==> src/rtl/led_seq_pkg.sv <==
// Shared definitions for the LED pattern player: state encoding, default widths
// and the helper that sizes the length field.
package led_seq_pkg;

  localparam int PAT_W_DEF = 16;
  localparam int REP_W_DEF = 4;
  localparam int PWM_W_DEF = 4;

  // Length needs one bit more than the index so that a full PAT_W pattern fits.
  function automatic int len_width(input int pat_w);
    return $clog2(pat_w) + 1;
  endfunction

  localparam int LEN_W_DEF = len_width(PAT_W_DEF);

  typedef enum logic [1:0] {
    ST_IDLE  = 2'd0,
    ST_ALIGN = 2'd1,
    ST_PLAY  = 2'd2
  } state_t;

endpackage

==> src/rtl/led_pattern_player_if.sv <==
// Pattern request channel: control logic (master) hands a pattern, length,
// repeat count and brightness to the player (slave) over valid/ready.
interface led_pattern_player_if
  import led_seq_pkg::*;
#(
  parameter int PAT_W = PAT_W_DEF,
  parameter int REP_W = REP_W_DEF,
  parameter int PWM_W = PWM_W_DEF
);
  localparam int LEN_W = len_width(PAT_W);

  logic             PAT_VALID;
  logic             PAT_READY;
  logic [PAT_W-1:0] PAT_DATA;
  logic [LEN_W-1:0] PAT_LEN;
  logic [REP_W-1:0] PAT_REP;
  logic [PWM_W-1:0] BRIGHT;

  modport master (output PAT_VALID, PAT_DATA, PAT_LEN, PAT_REP, BRIGHT,
                  input  PAT_READY);
  modport slave  (input  PAT_VALID, PAT_DATA, PAT_LEN, PAT_REP, BRIGHT,
                  output PAT_READY);
endinterface

==> src/rtl/led_pwm.sv <==
// Free-running PWM counter and brightness compare; on_phase marks the part of
// each PWM period during which an "on" pattern bit may light the LED.
module led_pwm
  import led_seq_pkg::*;
#(
  parameter int PWM_W = PWM_W_DEF
) (
  input  logic             CLK,
  input  logic             RESETN,
  input  logic [PWM_W-1:0] bright,
  output logic             on_phase
);

  logic [PWM_W-1:0] pwm_cnt;

  always_ff @(posedge CLK or negedge RESETN) begin
    if (!RESETN) begin
      pwm_cnt <= '0;
    end else begin
      pwm_cnt <= pwm_cnt + PWM_W'(1);
    end
  end

  // All-ones must be fully on, which the plain compare alone cannot express.
  assign on_phase = (bright == '1) || (pwm_cnt < bright);

endmodule

==> src/rtl/led_pattern_player.sv <==
// Plays a captured on/off pattern on the LED, one bit per TICK, for a
// programmable number of passes, with PWM dimming of the "on" bits.
module led_pattern_player
  import led_seq_pkg::*;
#(
  parameter int PAT_W = PAT_W_DEF,
  parameter int REP_W = REP_W_DEF,
  parameter int PWM_W = PWM_W_DEF
) (
  input  logic                 CLK,
  input  logic                 RESETN,
  input  logic                 TICK,
  input  logic                 ABORT,
  led_pattern_player_if.slave  pat,
  output logic                 LED,
  output logic                 BUSY,
  output logic                 DONE
);

  localparam int IDX_W = $clog2(PAT_W);
  localparam int LEN_W = len_width(PAT_W);

  state_t           state, state_nxt;
  logic [PAT_W-1:0] pat_reg;
  logic [LEN_W-1:0] len_reg, len_eff;
  logic [REP_W-1:0] rep_reg, pass_cnt, pass_nxt;
  logic [PWM_W-1:0] bright_reg;
  logic [IDX_W-1:0] idx, idx_nxt;
  logic             load, done_nxt, led_nxt, last_bit, more_passes, on_phase;

  led_pwm #(.PWM_W(PWM_W)) u_pwm (
    .CLK      (CLK),
    .RESETN   (RESETN),
    .bright   (bright_reg),
    .on_phase (on_phase)
  );

  // Zero means a full pattern; oversize lengths are clamped so idx stays in range.
  assign len_eff = ((pat.PAT_LEN == '0) || (pat.PAT_LEN > LEN_W'(PAT_W)))
                   ? LEN_W'(PAT_W) : pat.PAT_LEN;

  assign last_bit      = ({1'b0, idx} == (len_reg - LEN_W'(1)));
  assign more_passes   = (rep_reg == '0) || (pass_cnt < rep_reg);
  assign pat.PAT_READY = (state == ST_IDLE);
  assign BUSY          = (state != ST_IDLE);

  always_comb begin
    state_nxt = state;
    idx_nxt   = idx;
    pass_nxt  = pass_cnt;
    done_nxt  = 1'b0;
    load      = 1'b0;
    if (ABORT) begin
      state_nxt = ST_IDLE;
    end else begin
      case (state)
        ST_IDLE: begin
          if (pat.PAT_VALID) begin
            load      = 1'b1;
            state_nxt = ST_ALIGN;
          end
        end
        ST_ALIGN: begin
          if (TICK) begin
            idx_nxt   = '0;
            pass_nxt  = REP_W'(1);
            state_nxt = ST_PLAY;
          end
        end
        ST_PLAY: begin
          if (TICK) begin
            if (!last_bit) begin
              idx_nxt = idx + IDX_W'(1);
            end else if (more_passes) begin
              idx_nxt = '0;
              if (rep_reg != '0) begin
                pass_nxt = pass_cnt + REP_W'(1);
              end
            end else begin
              state_nxt = ST_IDLE;
              done_nxt  = 1'b1;
            end
          end
        end
        default: state_nxt = ST_IDLE;
      endcase
    end
    // Dark immediately on abort or on the final tick, so LED falls with BUSY.
    led_nxt = (state == ST_PLAY) && (state_nxt == ST_PLAY) && pat_reg[idx] && on_phase;
  end

  always_ff @(posedge CLK or negedge RESETN) begin
    if (!RESETN) begin
      state      <= ST_IDLE;
      idx        <= '0;
      pass_cnt   <= '0;
      pat_reg    <= '0;
      len_reg    <= '0;
      rep_reg    <= '0;
      bright_reg <= '0;
      LED        <= 1'b0;
      DONE       <= 1'b0;
    end else begin
      state    <= state_nxt;
      idx      <= idx_nxt;
      pass_cnt <= pass_nxt;
      LED      <= led_nxt;
      DONE     <= done_nxt;
      if (load) begin
        pat_reg    <= pat.PAT_DATA;
        len_reg    <= len_eff;
        rep_reg    <= pat.PAT_REP;
        bright_reg <= pat.BRIGHT;
      end
    end
  end

endmodule

==> src/flat_wrapper.sv <==
// flat-port wrapper written by rule: the top's interface ports become plain ports
module led_pattern_player_flat import led_seq_pkg::*;
#(
  parameter int PAT_W = PAT_W_DEF,
  parameter int REP_W = REP_W_DEF,
  parameter int PWM_W = PWM_W_DEF
)
  (CLK, RESETN, TICK, ABORT, LED, BUSY, DONE, pat_PAT_VALID, pat_PAT_DATA, pat_PAT_LEN, pat_PAT_REP, pat_BRIGHT, pat_PAT_READY);
  led_pattern_player_if #(.PAT_W(PAT_W), .REP_W(REP_W), .PWM_W(PWM_W)) pat_i ();
  input  logic CLK;
  input  logic RESETN;
  input  logic TICK;
  input  logic ABORT;
  output logic LED;
  output logic BUSY;
  output logic DONE;
  input wire logic [$bits(pat_i.PAT_VALID)-1:0] pat_PAT_VALID;
  input wire logic [$bits(pat_i.PAT_DATA)-1:0] pat_PAT_DATA;
  input wire logic [$bits(pat_i.PAT_LEN)-1:0] pat_PAT_LEN;
  input wire logic [$bits(pat_i.PAT_REP)-1:0] pat_PAT_REP;
  input wire logic [$bits(pat_i.BRIGHT)-1:0] pat_BRIGHT;
  output wire logic [$bits(pat_i.PAT_READY)-1:0] pat_PAT_READY;
  assign pat_i.PAT_VALID = pat_PAT_VALID;
  assign pat_i.PAT_DATA = pat_PAT_DATA;
  assign pat_i.PAT_LEN = pat_PAT_LEN;
  assign pat_i.PAT_REP = pat_PAT_REP;
  assign pat_i.BRIGHT = pat_BRIGHT;
  assign pat_PAT_READY = pat_i.PAT_READY;
  led_pattern_player #(.PAT_W(PAT_W), .REP_W(REP_W), .PWM_W(PWM_W)) u_core (.CLK(CLK), .RESETN(RESETN), .TICK(TICK), .ABORT(ABORT), .pat(pat_i), .LED(LED), .BUSY(BUSY), .DONE(DONE));
endmodule
==> config.mk <==
export PLATFORM = sky130hd
export DESIGN_NAME = led_pattern_player_flat
export DESIGN_NICKNAME = d
export VERILOG_FILES = /design/src/rtl/led_seq_pkg.sv /design/src/rtl/led_pattern_player_if.sv /design/src/rtl/led_pwm.sv /design/src/rtl/led_pattern_player.sv /design/src/flat_wrapper.sv
export SDC_FILE = /design/constraint.sdc
export NUM_CORES = 1
export LEC_CHECK = 0
export BUFFER_PORTS_ARGS = -buffer_cell sky130_fd_sc_hd__buf_2
export CAP_MARGIN = 15
export CORE_UTILIZATION = 60
export CTS_BUF_LIST = sky130_fd_sc_hd__clkbuf_4 sky130_fd_sc_hd__clkbuf_8
export DETAILED_ROUTE_END_ITERATION = 8
export PLACE_DENSITY = 0.84
export SETUP_SLACK_MARGIN = 0.05
export SLEW_MARGIN = 20
export SYNTH_ARGS = -nofsm -noshare
export SYNTH_HDL_FRONTEND = slang
export SYNTH_SLANG_ARGS = --single-unit
==> constraint.sdc <==
create_clock -name CLK -period 3.6 [get_ports CLK]
set_clock_uncertainty 0.1 [all_clocks]
set_input_delay 0.36 -clock CLK [delete_from_list [all_inputs] [get_ports CLK]]
set_output_delay 0.36 -clock CLK [all_outputs]
set_load 0.005 [all_outputs]
# Yosys cells after proc, flatten, opt, wreduce, memory -nomap -nowiden
# Cells that the tools add are included.
# totals
out_inout_bits,4
input_bits,34
regBits,45
# op_classes
reduce_logical,14
bitwise_logic,1
n_addsub,4
mux,29
eq_ne,11
n_lt_le_gt_ge,4
# op_table
operator,count
$mux W4,9
$pmux W4 S2,2
$add A4 B1 Y4 const B,3
$mux W2,6
$mux W1,9
$lt A4 B4 Y1,2
$reduce_and A7 Y1,1
$ne A2 B1 Y1 const B,3
$pmux W2 S3,1
$eq A4 B5 Y1,1
$gt A5 B5 Y1 const B,1
$logic_not A5 Y1,1
$lt A4 B5 Y1 const B,1
$mux W5,1
$reduce_and A5 Y1,1
$sub A5 B1 Y5 const B,1
$bmux W1 S4,1
$eq A2 B2 Y1 const B,2
$eq A4 B4 Y1 const B,1
$logic_not A4 Y1,1
$ne A2 B2 Y1 const B,2
$reduce_bool A2 Y1,2
$reduce_bool A4 Y1,1
$logic_and A1 B1 Y1,3
5 further kinds,7

# Logic depth before layout (Yosys ltp)
# Gate-level depths: netlist (run 1).
# depth
ltp_word,11
ltp_mapped,7
depth_no_buf,7

# Hierarchy
# Synthesis (run 1) repeated with hierarchy kept, for this count alone.
# unflattened
hier_cells,244
area_unflattened_um2,2353.5
# modules_own_cells
module,n_inst,area_per_inst_um2,cells_per_inst
led_pattern_player,1,2127.0,223
led_pwm,1,226.5,21

# Worst setup path after synthesis (run 1)
# OpenSTA, ideal clock, no wires.
# synth_path
path_kind,register to register
from,reg u_core.len_reg[0]
to,reg u_core.pass_cnt[1]
stages_incl_launch_ff,8
n_path_buf,0
synth_period_minus_slack_ns,1.948
arrival_ns,1.727
slack_ns,1.652
cell_sequence,dfrtp_1 inv_1 ha_1 nor3b_1 xnor2_2 a31oi_2 o31a_1 a22o_1
# synth_between
elab_chain_cells,4
# synth_lines
item,line,text
"start, declared",led_pattern_player.sv:25,"logic [LEN_W-1:0] len_reg, len_eff;"
"start signal, assigned",led_pattern_player.sv:111,len_reg <= len_eff;
$sub A5 B1 Y5,led_pattern_player.sv:42,"assign last_bit = ({1'b0, idx} == (len_reg - LEN_W'(1)));"
$eq A4 B5 Y1,led_pattern_player.sv:42,
$ne A2 B1 Y1 (no line),--,
$reduce_and A7 Y1 (no line),--,
"end signal, assigned",led_pattern_player.sv:106,pass_cnt <= pass_nxt;
"end, declared",led_pattern_player.sv:26,"logic [REP_W-1:0] rep_reg, pass_cnt, pass_nxt;"
# No other way between the ends.
# A chain may end at the register's enable or synchronous reset.

# Worst setup path in the final report (run 1)
# layout_path
from,reg u_core.state[0]
to,reg u_core.pass_cnt[1]
# layout_between
elab_chain_cells,3
word_cells_on_any_way,10
classes_between,7 x eq/ne; 1 x mux; 2 x reduce/logical
# layout_lines
item,line,text
"start, declared",led_pattern_player.sv:23,"state_t state, state_nxt;"
"start signal, assigned",led_pattern_player.sv:104,state <= state_nxt;
$eq A2 B2 Y1 / $eq A2 B1 Y1 (equally long branches),led_pattern_player.sv:56,case (state)
"$ne A2 B1 Y1 (no line), or another cell as far along",--,
$reduce_and A7 Y1 (no line),--,
# Parallel ways exist; a longest one is shown, timed or not.

==> impl_metrics.toml, run 1 <==
[run_status]
outcome = "finished, final reports clean"

[logic_synthesis]
netlist_instances = 248
yosys_warnings = 0
async_flop_share_pct = 100
synth_commonest_cells = "72 x nand2_1, 45 x dfrtp_1, 15 x o21ai_0"
synth.top_cell.area_share_pct = 46.3
ys_seq_area_share_pct = 46.3
ys.flop_type = "dfrtp_1"
synth_nets = 293
synthTopCellsByArea = "dfrtp_1 46%, nand2_1 11%, ha_1 5.7%"
synth_most_common_cell = "nand2_1"
synth_area_leader_cell = "dfrtp_1"
syn_avg_cell_area_um2 = 9.81
ys_ff_latch = 45
syn_area_um2 = 2430
synthDistinctLibCells = 54
synth-edff-count = 0

[sta]
rsz0062_at_grt = "no"
finalHoldViolations = 0
max_slew.worst_pin.slew_ps = 950
relSlewSlack_pct = 36.7
maxSlewViolCount = 0
tns_ps = 0
period_share_pct = 59.4
fmax_ghz = 0.468
finalSetupViolations = 0
fin_crit_ps = 2140

[die]
initial_utilization_pct = 64.5
io_pins = 38
row_count = 22
die_area_um2 = 4310
die_x_um = 65.7
coreArea_um2 = 3770
die_h_um = 65.7

[layout]
nets = 329
drive_gt1_share_pct = 20.8
stdcell_count = 332
diodes = 0
multi_input_area_um2 = 1220
fill_cells = 278
register_area_um2 = 1130
largest_register_ffs = 16
syn_to_final_growth_pct = 12.9

[global_route]
grt_pass1_vias = 1930
grt_use_total_pct = 24.3
grt-ovfl-total = 0
grt_pass1_wl_mm = 7.98
antenna_found_initial = 0
grt_max_degree = 46

[routing]
wl_per_cell_um = 13.6
firstDrtPassIters = 4
ant_nets = 0
vias = 1893
drt_wl_total_mm = 4.51
drt-initial-drc-count = 114
viasPerCell = 5.70
drc = 0

[placed_design]
dp_hpwl_mm = 3.29
place_inst = 324
gp_congestion = 0.824
portBuffers = 37

[clock_network]
cts.repair.resized = 0
numCtsBuffers = 5
tritoncts = "done"
htreeDepth = 2
clk_latency_ps = 290
clk_path_buf_depth = 2
cts_hold_buf = 0
cts-root-buf = "clkbuf_8"
cts_sinks = 45
clk_pin_slew_ps = 80
post_cts_buffers = 0

[critical_path]
crit_chain = "nand2b_1, a21o_1, or2_1, o31a_1, a22o_1"
cp_max_fo = 11
arrival_ps = 2220
crit_path_max_incr_delay_ps = 450
critPathKind = "reg -> reg"
cp_slowest_cell = "dfrtp_1"
cp.required_ps = 3680
endpoint_kind = "flop"
worstSetupStartpointType = "flop"

[power]
power.density_nw_per_um2 = 506
p_leak_nw = 1.37
ir_drop_v = 0.000347
p_total_mw = 1.39

[flow_run]
drv_cap = 0

[hold_path]
hold_path_class = "in -> async"
==> routing by layer <==
layer / GRT usage, % / vias to the layer above / wire length, um
met1: 30.0 / 906 / 2040
li1: - / 935 / -
met3: 4.86 / 9 / 142
met4: 8.97 / 0 / 74
met2: 41.6 / 43 / 2250
met5: 0 / - / 0
==> cell usage in the layout, fill, tap and decap left out, types with 2 or more instances in the layout <==
| cell | n |
|---|---|
| a211oi_1 | 2 |
| a21o_1 | 2 |
| a21oi_1 | 7 |
| a22oi_1 | 2 |
| a311o_2 | 2 |
| and3_4 | 2 |
| buf_2 | 37 |
| clkbuf_8 | 6 |
| dfrtp_1 | 45 |
| ha_1 | 11 |
| inv_1 | 13 |
| mux4_1 | 4 |
| nand2_1 | 72 |
| nand2b_1 | 5 |
| nand3_1 | 5 |
| nand3b_1 | 3 |
| nor2_1 | 4 |
| nor3_1 | 5 |
| nor4_1 | 2 |
| o21ai_0 | 15 |
| o41ai_1 | 2 |
| xnor2_2 | 2 |
| xor2_1 | 4 |
==> area by class of cell <==
type                            count  share of cell area, %
Multi-Input combinational cell    181                   44.4
Tap cell                           48                   2.19
Inverter                           13                   1.78
Clock buffer                        7                   3.28
Sequential cell                    45                   41.0
Timing Repair Buffer               38                   7.29
==> power by group <==
part / switching [mW] / internal, mW
Clock: 0.151 / 0.160
Combinational: 0.213 / 0.200
Sequential: 0.0796 / 0.586
==> worst paths after layout <==
| path | from | endpoint | slack [ps] | cells after the start |
|---|---|---|---|---|
| min in group CLK | pat_PAT_DATA[2] | u_core.pat_reg[2]$_DFFE_PN0P_ | 160 | 3 |
| max | u_core.state[0]$_DFF_PN0_ | u_core.pass_cnt[1]$_DFFE_PN0P_ | 1460 | 5 |
| max in group asynchronous | RESETN | u_core.state[0]$_DFF_PN0_ | 2690 | 1 |
| min reg2reg | u_core.u_pwm.pwm_cnt[0]$_DFF_PN0_ | u_core.u_pwm.pwm_cnt[0]$_DFF_PN0_ | 360 | 1 |
| min | RESETN | u_core.pass_cnt[1]$_DFFE_PN0P_ | 110 | 1 |
| max reg2reg | u_core.state[0]$_DFF_PN0_ | u_core.pass_cnt[1]$_DFFE_PN0P_ | 1460 | 5 |
==> stage by stage <==
step                instance area (um^2)  hold slack [ps]  setup WS [ps]  utilization (%)
floorplan                           2430            -35.6           1650                -
global placement                    2640              355           1540             70.0
detailed placement                  2640              359           1470             70.0
CTS                                 2730              152           1460             72.4
global route                        2750              164           1330             72.8
finish                              2750              114           1460             72.8
==> critical path, delay by kind of cell (launching register included) <==
family	cells	cell delay (ps)
AO/OA/AOI/OAI	3	840
flip-flops	1	450
AND/OR/NAND/NOR	2	650
==> cell families after synthesis <==
family | after synthesis | share of synthesized area, %
flip-flops | 45 | 46.3
AND/OR/NAND/NOR | 111 | 21.9
XOR/XNOR | 8 | 4.06
buffers and inverters | 22 | 3.81
AO/OA/AOI/OAI | 45 | 12.7
adder cells (fa/ha/maj) | 11 | 5.66
multiplexers | 6 | 5.66
(Power assumes the default switching activity.)
==> run 2: changes to the inputs <==
ABC_AREA = 1   (was not set)
CORE_UTILIZATION = 59   (was 60)
PLACE_DENSITY = 0.82   (was 0.84)
clock period = 2.2 ns   (was 3.6 ns; I/O delays follow)
==> impl_metrics.toml, run 2 <==
[routing]
drc = 0
ant_nets = 0
drt_wl_total_mm = 4.76
viasPerCell = 5.08
wl_per_cell_um = 11.4
firstDrtPassIters = 5
drt-initial-drc-count = 118
vias = 2113

[sta]
max_slew.worst_pin.slew_ps = 546
finalHoldViolations = 0
fmax_ghz = 0.547
finalSetupViolations = 0
maxSlewViolCount = 0
fin_crit_ps = 1830
tns_ps = 0
rsz0062_at_grt = "no"
period_share_pct = 83.1
relSlewSlack_pct = 63.6

[layout]
nets = 410
design_area_um2 = 2820
syn_to_final_growth_pct = 13.6
stdcell_count = 416
drive_gt1_share_pct = 17.8
largest_register_ffs = 16
diodes = 0
layout_commonest_cell = "nand2_1"
final_cell_mix = "134 x nand2_1, 45 x dfrtp_1, 37 x buf_2, 31 x inv_1, 31 x nand3_1"

[logic_synthesis]
syn_avg_cell_area_um2 = 7.61
synthTopCellsByArea = "dfrtp_1 45%, nand2_1 20%, nand3_1 6.3%"
synthDistinctLibCells = 26
synth_nets = 371
ys_ff_latch = 45
ys_seq_area_share_pct = 45.4
yosys_warnings = 0
synth_area_leader_cell = "dfrtp_1"
synth-edff-count = 0
synth_most_common_cell = "nand2_1"
async_flop_share_pct = 100
synth_commonest_cells = "134 x nand2_1, 45 x dfrtp_1, 31 x inv_1, 31 x nand3_1, 17 x nor2_1"
synth.top_cell.area_share_pct = 45.4
netlist_instances = 326
ys.flop_type = "dfrtp_1"
syn_area_um2 = 2480

[hold_path]
worstHoldStart = "pat_BRIGHT[0]"
hold_path_class = "in -> reg"
holdPathEnd = "u_core.bright_reg[0]$_DFFE_PN0P_"
whs_path_depth = 3

[clock_network]
clk_path_buf_depth = 2
cts-root-buf = "clkbuf_8"
post_cts_buffers = 0
tritoncts = "done"
cts.repair.resized = 0
htreeDepth = 2
clk_latency_ps = 300
cts_sinks = 45
clk_pin_slew_ps = 90
numCtsBuffers = 5

[critical_path]
critPathKind = "reg -> reg"
cp_max_fo = 5
r2r_end = "u_core.pass_cnt[1]$_DFFE_PN0P_"
arrival_ps = 1920
r2r-start = "u_core.len_reg[0]$_DFFE_PN0P_"
r2r_slack_ps = 370
endpoint_kind = "flop"
worstSetupStartpointType = "flop"
cp.required_ps = 2290
r2r_cells = 12

[power]
power.density_nw_per_um2 = 742
ir_drop_v = 0.000498
p_total_mw = 2.09
p_leak_nw = 1.58

[global_route]
grt-ovfl-total = 0
grt_use_total_pct = 24.2
antenna_found_initial = 0
grt_pass1_vias = 1882
grt_pass1_wl_mm = 8.15
grt_max_degree = 46

[die]
initial_utilization_pct = 61.6
io_pins = 38
row_count = 23
coreArea_um2 = 4030
die_x_um = 66.9
die_area_um2 = 4470
die_h_um = 66.9

[placed_design]
dp_hpwl_mm = 3.44
gp_congestion = 0.878
place_area_um2 = 2710
place_inst = 407
portBuffers = 37

[flow_run]
drv_cap = 0

[run_status]
outcome = "finished, final reports clean"
-- run 2: cell types whose count changed in the layout (fill, tap and decap cells not counted), sizes merged, moves of 6 or more --
cell | before | now
nand2 | 72 | 139
nor2 | 4 | 20
nand4 | 1 | 7
inv | 13 | 36
nor3 | 6 | 0
nand3 | 6 | 33
-- run 2: kinds of logic after synthesis --
logic type               count (synthesis)  share of synthesized area (%)
AO/OA/AOI/OAI                           19                           4.64
flip-flops                              45                           45.4
XOR/XNOR                                 6                           2.12
AND/OR/NAND/NOR                        200                           34.6
buffers and inverters                   45                           7.72
adder cells (fa/ha/maj)                 11                           5.55
-- run 2: timing repair --
item / in CTS / in global routing
hold buffers: 1 / 0
endpoints found under the setup margin: 0 / 0
hold endpoints to repair: 45 / 0
-- run 2: worst max-delay path by stage --
stage	start	to	slack [ps]	depth (start not counted)
after detailed placement	u_core.len_reg[0]$_DFFE_PN0P_	u_core.pass_cnt[1]$_DFFE_PN0P_	410	12
after CTS	u_core.len_reg[0]$_DFFE_PN0P_	u_core.pass_cnt[1]$_DFFE_PN0P_	360	12
final	u_core.len_reg[0]$_DFFE_PN0P_	u_core.pass_cnt[1]$_DFFE_PN0P_	370	12
after floorplan	u_core.len_reg[0]$_DFFE_PN0P_	u_core.pass_cnt[2]$_DFFE_PN0P_	540	12
after global routing	u_core.len_reg[0]$_DFFE_PN0P_	u_core.pass_cnt[0]$_DFFE_PN0P_	210	12
after global placement	u_core.len_reg[0]$_DFFE_PN0P_	u_core.pass_cnt[0]$_DFFE_PN0P_	470	12
-- run 2: critical path, stage by stage (launching register included) --
cell,delay [ps]
dfrtp_1,360
inv_1,80
ha_1,330
nand2_1,80
inv_1,50
nor2_2,90
nand3_1,80
nor2_1,110
nand2_2,110
nand2_4,100
nand3_2,90
nand2_1,90
nand2_1,60
-- run 2: where the power goes --
| part | leakage [nW] | total [mW] | internal (mW) | switching, mW |
|---|---|---|---|---|
| clock | 0.0542 | 0.557 | 0.284 | 0.273 |
| combinational | 0.949 | 0.500 | 0.193 | 0.307 |
| sequential | 0.577 | 1.04 | 0.949 | 0.0858 |
| total | 1.58 | 2.09 | 1.43 | 0.665 |
-- run 2: area by class of cell --
| class | instances | area, um^2 |
|---|---|---|
| multi-input cells | 236 | 1160 |
| flip-flops and latches | 45 | 1130 |
| clock inverters | 1 | 5.00 |
| well taps | 50 | 62.6 |
| repair buffers | 41 | 230 |
| inverters | 36 | 135 |
| fillers | 335 | 1210 |
| clock buffers | 7 | 96.3 |
-- run 2: metal layers --
layer / wire, um / GRT usage [%] / vias up
met4: 68 / 9.04 / 0
met2: 2240 / 38.6 / 48
li1: - / - / 1095
met3: 184 / 3.94 / 8
met1: 2260 / 33.0 / 962
met5: 0 / 0 / -
-- run 2: per-stage QoR --
stage | util [%] | hold WS (ps) | setup slack, ps
finish | 70.0 | 10.3 | 372
floorplan | - | -176 | 540
detailed placement | 67.2 | 231 | 405
global placement | 67.2 | 229 | 471
CTS | 70.0 | 15.9 | 364
global route | 70.0 | 17.5 | 205
